--- src/rtl/updown_mod_counter.sv ---
// updown_mod_counter: bounded up/down counter 0..MAX
// with wrap or saturate limit modes and parallel load.
module updown_mod_counter #(
  parameter int BITS    = 8,
  parameter int RST_VAL = 0
) (
  input  logic            clk,
  input  logic            rst,
  input  logic            en,
  input  logic            load,
  input  logic            up,
  input  logic            sat,
  input  logic [BITS-1:0] PI,
  input  logic [BITS-1:0] MAX,
  output logic [BITS-1:0] Q,
  output logic            tc,
  output logic            wrap
);

  localparam logic [BITS-1:0] RST_Q = BITS'(RST_VAL);
  localparam logic [BITS-1:0] ONE   = BITS'(1);
  localparam logic [BITS-1:0] ZERO  = '0;

  logic            at_top;
  logic            at_bot;
  logic            over;
  logic [BITS-1:0] ld_val;
  logic [BITS-1:0] q_nxt;
  logic            wrap_nxt;

  assign at_top = (Q >= MAX);
  assign at_bot = (Q == ZERO);
  assign over   = (Q > MAX);
  assign ld_val = (PI > MAX) ? MAX : PI;

  assign tc = en & ((up & at_top) | (~up & at_bot));

  // next count and wrap event: load > count > hold
  always_comb begin
    q_nxt    = Q;
    wrap_nxt = 1'b0;
    if (load) begin
      q_nxt = ld_val;
    end else if (en) begin
      if (up) begin
        if (!at_top) begin
          q_nxt = Q + ONE;
        end else if (sat) begin
          q_nxt = MAX;
        end else begin
          q_nxt    = ZERO;
          wrap_nxt = 1'b1;
        end
      end else begin
        if (over) begin
          q_nxt = MAX;
        end else if (!at_bot) begin
          q_nxt = Q - ONE;
        end else if (!sat) begin
          q_nxt    = MAX;
          wrap_nxt = 1'b1;
        end
      end
    end
  end

  // count and wrap-pulse registers, sync reset wins
  always_ff @(posedge clk) begin
    if (rst) begin
      Q    <= RST_Q;
      wrap <= 1'b0;
    end else begin
      Q    <= q_nxt;
      wrap <= wrap_nxt;
    end
  end

endmodule
--- config.mk ---
export PLATFORM = sky130hd
export DESIGN_NAME = updown_mod_counter
export DESIGN_NICKNAME = d
export VERILOG_FILES = /design/src/rtl/updown_mod_counter.sv
export SDC_FILE = /design/constraint.sdc
export NUM_CORES = 1
export LEC_CHECK = 0
export ABC_AREA = 0
export CAP_MARGIN = 20
export CORE_UTILIZATION = 52
export CTS_CLUSTER_SIZE = 30
export DETAILED_ROUTE_END_ITERATION = 16
export PLACE_DENSITY = 0.81
export SLEW_MARGIN = 20
export SYNTH_ARGS = -nofsm -noshare
export SYNTH_HDL_FRONTEND = slang
export SYNTH_SLANG_ARGS = --single-unit
--- constraint.sdc ---
create_clock -name clk -period 4 [get_ports clk]
set_input_delay 1.2 -clock clk [delete_from_list [all_inputs] [get_ports clk]]
set_output_delay 1.2 -clock clk [all_outputs]
set_load 0.02 [all_outputs]
==> impl_metrics.ini <==
[drt]
drcViolationCount = 0
antenna_left = 0
dr.pass1.iters = 4
vias = 1826
drt_iter0_drc = 122
vias_per_cell = 6.41
wirelength_um = 5070
routedWlPerCell_um = 17.8

[floorplanning]
die_y_um = 55.8
die_area_mm2 = 0.00312
io_pins = 32
initial_core_util_pct = 54.6
rows = 19
fp.dieW_um = 55.8
core_area_mm2 = 0.00276

[pwr]
total_power_mw = 0.603
power_density_mw_per_mm2 = 276
power_leakage_nw = 0.918
ir_drop_uv = 322

[global_route]
grt_pass1_wl_um = 8270
grt_pass1_vias = 1840
overflow = 0
antenna_found_initial = 0
grt_max_degree = 17
grtUsageTotal_pct = 33.2

[placed_design]
post-place-ws_ns = -0.645
dp.final_hpwl_um = 3710
gp_congestion = 0.898
dp.cells = 274
io_buffers = 31
place_area_mm2 = 0.00200

[finish]
final_core_util_pct = 79.3
nets = 296
antennaDiodeCount = 0
final_cells = 285
filler_cell_count = 199
drive_gt1_share_pct = 28.0
area_growth_pct = 45.2
fin_area_mm2 = 0.00219

[logic_synthesis]
synth_seq_cells = 9
netlist.top_cell.by_area = ha_1
synth_ff_type = dfxtp_1
synth_cells = 195
synth_area_leaders = ha_1 (16%), dfxtp_1 (12%), mux2i_1 (6.0%)
syn_avg_cell_area_um2 = 7.73
yosysUniqueCellTypes = 44
seq_area_frac_synth_pct = 12.0
yosysTopAreaCellShare_pct = 15.8
synth-async-reset-ratio_pct = 0
synth_edf_count = 0
synthesis.area_mm2 = 0.00151
yosys_warnings = 0
synth_nets = 236

[sta]
setup_ws_ns = 0.0698
relSlewSlack_pct = 68.0
tightest_slew_ns = 0.478
setup_tns_ns = 0
hold_viol_final = 0
min_period_ns = 3.93
fmax_mhz = 254
drv_slew = 0
fin_worst_skew_ns = 0.00895
holdWs_ns = 0.635
final.period_utilization_pct = 98.3
setup_viol = 0

[worst_setup_path]
endpoint_kind = output port
critical-path-top-delay-family = buffers and inverters
cp-endpoint = tc
cp_slowest_stage_delay_ns = 0.31
cp-start-kind = primary input
worst-path-max-fanout = 2
critPathRequiredTime_ns = 2.80
path_depth = 9
r2r_cells = 11
arrival_ns = 2.73
crit_start = MAX[3]
rrSetupSlack_ns = 1.23
r2r_end = Q[6]
slowest_stage = ha_1
path_cells = dlygate4sd2_1 -> inv_1 -> ha_1 -> and4_4 -> o31ai_4 -> nand2_2 -> a21oi_2 -> nor2b_1 -> buf_4
cp_num_buf_inv = 3
reg2reg_from = Q[4]
path_class = in2out

[clocking]
clk_path_buf_depth = 2
clock_sinks = 9
cts_buffers = 3
cts_tree = done
clk_pin_slew_ns = 0.07
cts_root_buffer = clkbuf_4
htreeDepth = 1
cts_hold_buffers = 0
clk_latency_ns = 0.26

[run_status]
status = completed

[hold_path]
hold_class = reg2reg

[run]
drv_cap = 0
-- repair_timing --
action / 4_1_cts / 5_1_grt
pin swaps: 5 / 3
setup endpoints to repair: 1 / 1
setup buffers: 6 / 1
gates resized for setup: 18 / 17
-- layout make-up --
cell class / instances / area (µm²) / share of cell area, %
multi-input cells: 162 / 1310 / 59.7
repair buffers: 69 / 598 / 27.3
flip-flops and latches: 9 / 180 / 8.24
well taps: 31 / 38.8 / 1.77
inverters: 10 / 37.5 / 1.72
clock buffers: 4 / 26.3 / 1.20
-- synthesized netlist by cell type, drive strengths merged (2+ instances only) --
cell type and n:
nand3 12, mux2i 9, nor2 11, xnor2 6, nor3b 2, nand2 17, dfxtp 9, a211oi 6
a21oi 10, xor2 6, nand2b 12, buf 10, clkbuf 4, o21ai 12, o211ai 2, ha 19
nand4 5, a32oi 4, and4 2, nor4 5, nor2b 2, inv 10, o32ai 6, nor3 3
-- flip-flops by register name, summed over array words and instances, names as in the netlist --
register and count:
wrap 1, Q 8
-- kinds of logic (layout without fill, tap and decap cells) --
| group | after synthesis | after routing | synth area share (%) |
|---|---|---|---|
| DFF | 9 | 9 | 12.0 |
| AOI/OAI and AO/OA | 48 | 48 | 24.3 |
| and+or+nand+nor | 74 | 74 | 26.8 |
| muxes | 9 | 9 | 5.98 |
| xor gates and xnor gates | 12 | 12 | 6.98 |
| buffers and inverters | 24 | 83 | 8.14 |
| adders and majority gates | 19 | 19 | 15.8 |
-- worst register-to-register path, stage by stage, from the launching register on --
cell,delay [ns]
dfxtp_1,0.59
ha_1,0.32
and4_4,0.17
buf_4,0.13
buf_4,0.13
nand2_1,0.11
o211ai_2,0.14
and3_1,0.33
buf_4,0.21
a32oi_1,0.25
o21ai_1,0.10
o32ai_1,0.21
-- per-layer routing --
layer	track usage [%]	vias up	routed length, µm
met1	38.2	861	1980
met3	6.51	25	323
met4	16.7	0	252
met2	58.3	99	2510
li1	-	841	-
met5	0	-	0
-- how the worst min path moves through the flow --
stage / slack [ns] / cells after the start / endpoint / from
after global routing: 0.67 / 2 / Q[7] / Q[7]
after detailed placement: 0.60 / 2 / Q[7] / Q[7]
after global placement: 0.60 / 2 / Q[7] / Q[7]
final: 0.63 / 2 / Q[7] / Q[7]
after floorplan: 0.63 / 2 / Q[7] / Q[7]
after CTS: 0.61 / 2 / Q[7] / Q[7]
-- placed cells by master, fill, tap and decap left out, types with 4 or more instances in the layout --
cell              n
a32oi_1           4
clkdlybuf4s50_1  22
xnor2_1           6
nand2b_1         12
nand4_1           5
mux2i_1           9
nand3_1          11
a21oi_1           6
dfxtp_1           9
a21oi_2           4
nand2_1          16
nor4_1            4
ha_1             14
o21ai_0           8
xor2_1            6
dlymetal6s2s_1    4
inv_1             4
ha_4              5
inv_2             6
buf_4            39
nor2_1           11
dlygate4sd2_1     4
-- report_power, final --
| group | switching [mW] | leakage, nW | total [mW] | internal, mW |
|---|---|---|---|---|
| clock network | 0.0335 | 0.0150 | 0.0720 | 0.0385 |
| logic | 0.209 | 0.829 | 0.403 | 0.194 |
| registers | 0.0269 | 0.0745 | 0.128 | 0.101 |
| total | 0.270 | 0.918 | 0.603 | 0.334 |
Power figures use the tool's default switching activity.
